### config.mk
export PLATFORM = sky130hd
export DESIGN_NAME = frac_scan_ctrl_flat
export DESIGN_NICKNAME = d
export VERILOG_FILES = /design/src/rtl/frac_pkg.sv /design/src/rtl/frac_scan_ctrl_if.sv /design/src/rtl/frac_coord_gen.sv /design/src/rtl/frac_scan_ctrl.sv /design/src/flat_wrapper.sv
export SDC_FILE = /design/constraint.sdc
export NUM_CORES = 1
export LEC_CHECK = 0
export CAP_MARGIN = 25
export CORE_MARGIN = 8
export CORE_UTILIZATION = 45
export CTS_BUF_LIST = sky130_fd_sc_hd__clkbuf_8
export DETAILED_ROUTE_END_ITERATION = 10
export PLACE_DENSITY = 0.76
export SLEW_MARGIN = 20
export SYNTH_ARGS = -nofsm -noshare
export SYNTH_HDL_FRONTEND = slang
export SYNTH_SLANG_ARGS = --single-unit
### constraint.sdc
create_clock -name frac_clk -period 6.6 [get_ports frac_clk]
set_input_delay 0.99 -clock frac_clk [delete_from_list [all_inputs] [get_ports frac_clk]]
set_output_delay 0.99 -clock frac_clk [all_outputs]
set_load 0.02 [all_outputs]
### src/rtl/frac_pkg.sv
// Shared definitions for the fractal scan controller, its engine and the bench.
package frac_pkg;

  localparam int FRAC_W  = 28;
  localparam int INT_W   = 4;
  localparam int COORD_W = INT_W + FRAC_W;

  typedef logic signed [COORD_W-1:0] coord_t;

  typedef enum logic [2:0] {
    S_IDLE  = 3'd0,
    S_ISSUE = 3'd1,
    S_WAIT  = 3'd2,
    S_WRITE = 3'd3,
    S_NEXT  = 3'd4
  } scan_state_t;

endpackage

### src/rtl/frac_scan_ctrl_if.sv
// Engine job handshake plus pixel-buffer write port of the scan controller.
interface frac_scan_ctrl_if #(
  parameter int N      = 32,
  parameter int ADDR_W = 19
);

  logic signed [N-1:0] frac_cx;
  logic signed [N-1:0] frac_cy;
  logic [15:0]         frac_max_iter;
  logic                frac_go;
  logic                frac_busy;
  logic                frac_done_tick;
  logic                frac_found;
  logic                pix_we;
  logic [ADDR_W-1:0]   pix_addr;
  logic                pix_data;

  // Scan controller side
  modport master (
    output frac_cx, frac_cy, frac_max_iter, frac_go,
    input  frac_busy, frac_done_tick, frac_found,
    output pix_we, pix_addr, pix_data
  );

  // Engine and frame-buffer side
  modport slave (
    input  frac_cx, frac_cy, frac_max_iter, frac_go,
    output frac_busy, frac_done_tick, frac_found,
    input  pix_we, pix_addr, pix_data
  );

endinterface

### src/rtl/frac_coord_gen.sv
// Raster position bookkeeping: col/row counters, cx/cy accumulators and
// an incrementing pixel address (no multiplier needed for row*H_RES+col).
module frac_coord_gen #(
  parameter int N      = 32,
  parameter int H_RES  = 640,
  parameter int V_RES  = 480,
  parameter int ADDR_W = 19
) (
  input  logic                clk,
  input  logic                rst_n,
  input  logic                load,
  input  logic                advance,
  input  logic signed [N-1:0] x0,
  input  logic signed [N-1:0] y0,
  input  logic signed [N-1:0] step,
  output logic signed [N-1:0] cx,
  output logic signed [N-1:0] cy,
  output logic [ADDR_W-1:0]   addr,
  output logic                last_col,
  output logic                last_pix
);

  localparam int COL_W = (H_RES > 1) ? $clog2(H_RES) : 1;
  localparam int ROW_W = (V_RES > 1) ? $clog2(V_RES) : 1;
  localparam logic [COL_W-1:0] LAST_COL = COL_W'(H_RES - 1);
  localparam logic [ROW_W-1:0] LAST_ROW = ROW_W'(V_RES - 1);

  logic [COL_W-1:0]    col;
  logic [ROW_W-1:0]    row;
  logic signed [N-1:0] x0_q;
  logic signed [N-1:0] step_q;

  assign last_col = (col == LAST_COL);
  assign last_pix = last_col && (row == LAST_ROW);

  // Load the frame origin, then step right along a row or wrap to the next row (y decreases downward)
  always_ff @(posedge clk or negedge rst_n) begin
    if (!rst_n) begin
      x0_q   <= '0;
      step_q <= '0;
      cx     <= '0;
      cy     <= '0;
      col    <= '0;
      row    <= '0;
      addr   <= '0;
    end else if (load) begin
      x0_q   <= x0;
      step_q <= step;
      cx     <= x0;
      cy     <= y0;
      col    <= '0;
      row    <= '0;
      addr   <= '0;
    end else if (advance) begin
      addr <= addr + ADDR_W'(1);
      if (last_col) begin
        col <= '0;
        row <= row + ROW_W'(1);
        cx  <= x0_q;
        cy  <= cy - step_q;
      end else begin
        col <= col + COL_W'(1);
        cx  <= cx + step_q;
      end
    end
  end

endmodule

### src/rtl/frac_scan_ctrl.sv
// Frame sequencer: issues one engine job per pixel in raster order and
// writes each found bit to the pixel buffer.
module frac_scan_ctrl
  import frac_pkg::*;
#(
  parameter int N      = 32,
  parameter int H_RES  = 640,
  parameter int V_RES  = 480,
  parameter int ADDR_W = 19
) (
  input  logic                frac_clk,
  input  logic                frac_rst_n,
  input  logic                scan_start,
  input  logic                scan_abort,
  input  logic signed [N-1:0] x0,
  input  logic signed [N-1:0] y0,
  input  logic signed [N-1:0] step,
  input  logic [15:0]         max_iter,
  frac_scan_ctrl_if.master    bus,
  output logic                scan_busy,
  output logic                scan_done_tick
);

  scan_state_t         state;
  logic                go_q;
  logic                we_q;
  logic                data_q;
  logic [15:0]         iter_q;
  logic                load;
  logic                advance;
  logic                last_col;
  logic                last_pix;
  logic signed [N-1:0] cx;
  logic signed [N-1:0] cy;
  logic [ADDR_W-1:0]   addr;

  assign load    = (state == S_IDLE) && scan_start;
  assign advance = (state == S_NEXT) && !last_pix && !scan_abort;

  frac_coord_gen #(
    .N      (N),
    .H_RES  (H_RES),
    .V_RES  (V_RES),
    .ADDR_W (ADDR_W)
  ) u_coord (
    .clk      (frac_clk),
    .rst_n    (frac_rst_n),
    .load     (load),
    .advance  (advance),
    .x0       (x0),
    .y0       (y0),
    .step     (step),
    .cx       (cx),
    .cy       (cy),
    .addr     (addr),
    .last_col (last_col),
    .last_pix (last_pix)
  );

  assign bus.frac_cx       = cx;
  assign bus.frac_cy       = cy;
  assign bus.frac_max_iter = iter_q;
  assign bus.frac_go       = go_q;
  assign bus.pix_we        = we_q;
  assign bus.pix_addr      = addr;
  assign bus.pix_data      = data_q;

  // Scan FSM; outputs are registered on the edge entering the state that shows them,
  // so frac_go is visible in the first ISSUE cycle whenever the engine was idle
  always_ff @(posedge frac_clk or negedge frac_rst_n) begin
    if (!frac_rst_n) begin
      state          <= S_IDLE;
      go_q           <= 1'b0;
      we_q           <= 1'b0;
      data_q         <= 1'b0;
      iter_q         <= '0;
      scan_busy      <= 1'b0;
      scan_done_tick <= 1'b0;
    end else begin
      go_q           <= 1'b0;
      we_q           <= 1'b0;
      scan_done_tick <= 1'b0;
      if (state != S_IDLE && scan_abort) begin
        state     <= S_IDLE;
        scan_busy <= 1'b0;
      end else begin
        case (state)
          S_IDLE: begin
            if (scan_start) begin
              iter_q    <= max_iter;
              scan_busy <= 1'b1;
              go_q      <= !bus.frac_busy;
              state     <= S_ISSUE;
            end
          end
          S_ISSUE: begin
            if (go_q) state <= S_WAIT;
            else      go_q  <= !bus.frac_busy;
          end
          S_WAIT: begin
            if (bus.frac_done_tick) begin
              data_q <= bus.frac_found;
              we_q   <= 1'b1;
              state  <= S_WRITE;
            end
          end
          S_WRITE: begin
            state <= S_NEXT;
            if (last_pix) begin
              scan_done_tick <= 1'b1;
              scan_busy      <= 1'b0;
            end
          end
          S_NEXT: begin
            if (last_pix) begin
              state <= S_IDLE;
            end else begin
              go_q  <= !bus.frac_busy;
              state <= S_ISSUE;
            end
          end
          default: begin
            state     <= S_IDLE;
            scan_busy <= 1'b0;
          end
        endcase
      end
    end
  end

endmodule

### src/flat_wrapper.sv
// flat-port wrapper written by rule: the top's interface ports become plain ports
module frac_scan_ctrl_flat import frac_pkg::*;
#(
  parameter int N      = 32,
  parameter int H_RES  = 640,
  parameter int V_RES  = 480,
  parameter int ADDR_W = 19
)
  (frac_clk, frac_rst_n, scan_start, scan_abort, x0, y0, step, max_iter, scan_busy, scan_done_tick, bus_frac_cx, bus_frac_cy, bus_frac_max_iter, bus_frac_go, bus_frac_busy, bus_frac_done_tick, bus_frac_found, bus_pix_we, bus_pix_addr, bus_pix_data);
  frac_scan_ctrl_if #(.N(N), .ADDR_W(ADDR_W)) bus_i ();
  input  logic frac_clk;
  input  logic frac_rst_n;
  input  logic scan_start;
  input  logic scan_abort;
  input  logic signed [N-1:0] x0;
  input  logic signed [N-1:0] y0;
  input  logic signed [N-1:0] step;
  input  logic [15:0] max_iter;
  output logic scan_busy;
  output logic scan_done_tick;
  output wire logic [$bits(bus_i.frac_cx)-1:0] bus_frac_cx;
  output wire logic [$bits(bus_i.frac_cy)-1:0] bus_frac_cy;
  output wire logic [$bits(bus_i.frac_max_iter)-1:0] bus_frac_max_iter;
  output wire logic [$bits(bus_i.frac_go)-1:0] bus_frac_go;
  input wire logic [$bits(bus_i.frac_busy)-1:0] bus_frac_busy;
  input wire logic [$bits(bus_i.frac_done_tick)-1:0] bus_frac_done_tick;
  input wire logic [$bits(bus_i.frac_found)-1:0] bus_frac_found;
  output wire logic [$bits(bus_i.pix_we)-1:0] bus_pix_we;
  output wire logic [$bits(bus_i.pix_addr)-1:0] bus_pix_addr;
  output wire logic [$bits(bus_i.pix_data)-1:0] bus_pix_data;
  assign bus_frac_cx = bus_i.frac_cx;
  assign bus_frac_cy = bus_i.frac_cy;
  assign bus_frac_max_iter = bus_i.frac_max_iter;
  assign bus_frac_go = bus_i.frac_go;
  assign bus_i.frac_busy = bus_frac_busy;
  assign bus_i.frac_done_tick = bus_frac_done_tick;
  assign bus_i.frac_found = bus_frac_found;
  assign bus_pix_we = bus_i.pix_we;
  assign bus_pix_addr = bus_i.pix_addr;
  assign bus_pix_data = bus_i.pix_data;
  frac_scan_ctrl #(.N(N), .H_RES(H_RES), .V_RES(V_RES), .ADDR_W(ADDR_W)) u_core (.frac_clk(frac_clk), .frac_rst_n(frac_rst_n), .scan_start(scan_start), .scan_abort(scan_abort), .x0(x0), .y0(y0), .step(step), .max_iter(max_iter), .bus(bus_i), .scan_busy(scan_busy), .scan_done_tick(scan_done_tick));
endmodule
==> results.cfg <==
[critical_path]
cp-start-kind = register
cp-end-kind = register
cp.arrival_ns = 4.46
crit_buf_inv = 3
cp_max_fo = 44
crit_family = simple AND/OR/NAND/NOR gates
worst-endpoint-required_ns = 6.93
slowest_delay_ns = 0.60
critical-path-slowest-cell = nand2_1
crit_type = register to register
critPathMostFrequentCell = buf_4
crit_chain = ha_1, nor4bb_1, nand3_1, buf_4, nor4_2, nor2_2, buf_4, nand2_1, buf_4, nand2_1, nand4_1, nor3_1, xnor2_1, nor2_1

[final_layout]
num-nets-final = 1718
final_cell_mix = nand2_1 (297), clkdlybuf4s50_1 (221), dfrtp_1 (190)
layout-drive-gt1-share_pct = 4.60
num_antenna_cells = 0
area_delta_synth_final_pct = 25.9
postLayoutCellArea_um2 = 14200
final_util_pct = 57.0
mostFrequentLayoutCell = nand2_1

[timing]
layout_setup_ws_ns = 2.47
skew_ns = 0.0174
hold_violations = 0
rsz0062_at_grt = false
relSlewSlack_pct = 43.9
fin_crit_sh_pct = 62.6
fmax_ghz = 0.242
layout_min_cycle_time_ns = 4.13
worst_slew_pin_slew_ns = 0.838
tns_ns = 0
drv_slew = 0
finalSetupViolations = 0

[synth]
synth_top_flop_cell = dfrtp_1
synth_nets = 1520
synthCells = 1334
netlist-cell-type-count = 71
ys_ff_latch = 190
ys_async_sr_fraction_pct = 100
avgSynthCellArea_um2 = 8.43
ys_warn_count = 0
synth-edff-count = 0
yosysSeqAreaShare_pct = 42.3
syn_area_um2 = 11200

[grt]
grt_first_pass_wirelength_um = 52100
grt-ovfl-total = 0
track_usage_pct = 20.9
first_global_vias = 10000
antenna_found_initial = 0
grt_max_degree = 88

[pwr]
power.density_nw_per_um2 = 520
vdd_drop_max_mv = 0.273
power_leakage_nw = 6.32

[detailed_routing]
vias_per_cell = 5.50
vias = 10300
drc = 0
antenna_left = 0
drt-total-wl_um = 32200
dr.pass1.iters = 5
post_drt_wl_per_cell_um = 17.2
drtIter0Drc = 854

[die]
io-pin-count = 223
start_util_pct = 45.3
core-area_um2 = 24800
num_rows = 58
die_w_um = 174
die_y_um = 174
dieArea_um2 = 30300

[placed_design]
gp_congestion = 0.936
placed_cell_area_um2 = 13800
dp_hpwl_um = 23700
io_buffer_count = 222
pre_cts_ws_ns = 2.37

[cts]
cts_sinks = 190
cts_made_buffers = 17
cts_root_buffer = clkbuf_8
cts_tree = done
cts-htree-levels = 4
cts_resized = 0
holdBufCountCts = 0
insertion_delay_ns = 0.47
post_cts_buffers = 0
clockBufferDepth = 2
clkTransAtPathRegs_ns = 0.10

[status]
status = finished clean

[min_path]
hp-class = register to register

[job]
cap_violations = 0
cells in the mapped netlist, types with 14 or more instances:
cell type  instances  area share (%)
dfrtp_1          190              42
xor2_1            38             3.0
o21ai_0          115             5.1
nand2_1          298              10
nor3_1            15            0.67
a21o_1            24             1.6
nand4_1           14            0.78
o211ai_1          15             1.0
clkbuf_1          47             1.6
xnor2_1           32             2.5
nor2_1           100             3.3
ha_1              65             7.2
inv_1             51             1.7
a21oi_1          109             4.9
o22ai_1           14            0.78
nand3_1           33             1.5
worst paths after layout:
kind | start | endpoint | slack [ns] | depth (start not counted)
setup / recovery | u_core.u_coord.col[0] | u_core.u_coord.row[7] | 2.47 | 14
hold / removal | u_core.u_coord.x0_q[17] | u_core.u_coord.x0_q[17] | 0.48 | 2
setup reg to reg | u_core.u_coord.col[0] | u_core.u_coord.row[7] | 2.47 | 14
hold reg to reg | u_core.u_coord.x0_q[17] | u_core.u_coord.x0_q[17] | 0.48 | 2
max in group asynchronous | frac_rst_n | u_core.u_coord.cx[9] | 4.85 | 2
min in group asynchronous | frac_rst_n | u_core.u_coord.cx[0] | 0.56 | 1
final cells by class:
cell class | instances | area, um^2
multi-input cells | 1039 | 6100
clock buffers | 17 | 234
flip-flops and latches | 190 | 4750
inverters | 51 | 191
well taps | 330 | 413
repair buffers | 233 | 2310
clock inverters | 15 | 154
fillers | 2272 | 10700
tightest hold or removal path, cell delays in order, from the launching register on:
cell	delay (ns)
dfrtp_1	0.35
nand2_1	0.05
nand2_1	0.05
through the flow:
stage	instances	hold WS [ns]	total power [mW]
floorplan	1334	0.438	5.16
global placement	1843	0.449	6.45
detailed placement	1843	0.455	6.55
CTS	1875	0.480	7.36
global route	1875	0.500	7.96
finish	1875	0.480	7.36
registers in the layout, summed over array words and instances (netlist names):
signal and cells:
u_core.u_coord.step_q 32, u_core.bus.frac_max_iter 16, u_core.bus.frac_go 1, u_core.u_coord.cy 32, u_core.u_coord.col 10, u_core.u_coord.cx 32, u_core.state 3, u_core.bus.pix_we 1
u_core.u_coord.x0_q 32, u_core.bus.pix_data 1, u_core.u_coord.addr 19, u_core.scan_busy 1, u_core.u_coord.row 9, u_core.scan_done_tick 1
logic make-up after synthesis:
family,share of synthesized area [%]
compound gates,19.8
xor+xnor,5.45
fa+ha+maj,7.68
buf+inv,3.55
flops,42.3
mux,0.757
simple gates,20.5
per-layer routing:
layer  up-vias  share of wire [%]  global-route usage [%]
li1       5026                  -                       -
met1      4936                 44                    27.4
met2       323                 48                    34.7
met3        26                6.7                    4.38
met4         0                1.3                    5.09
met5         -                  0                       0
power breakdown:
part	internal [mW]	leakage [nW]	switching, mW
clock network	0.310	0.184	0.462
registers	1.60	2.38	0.376
logic	1.98	3.76	2.63
(Power assumes the default switching activity.)
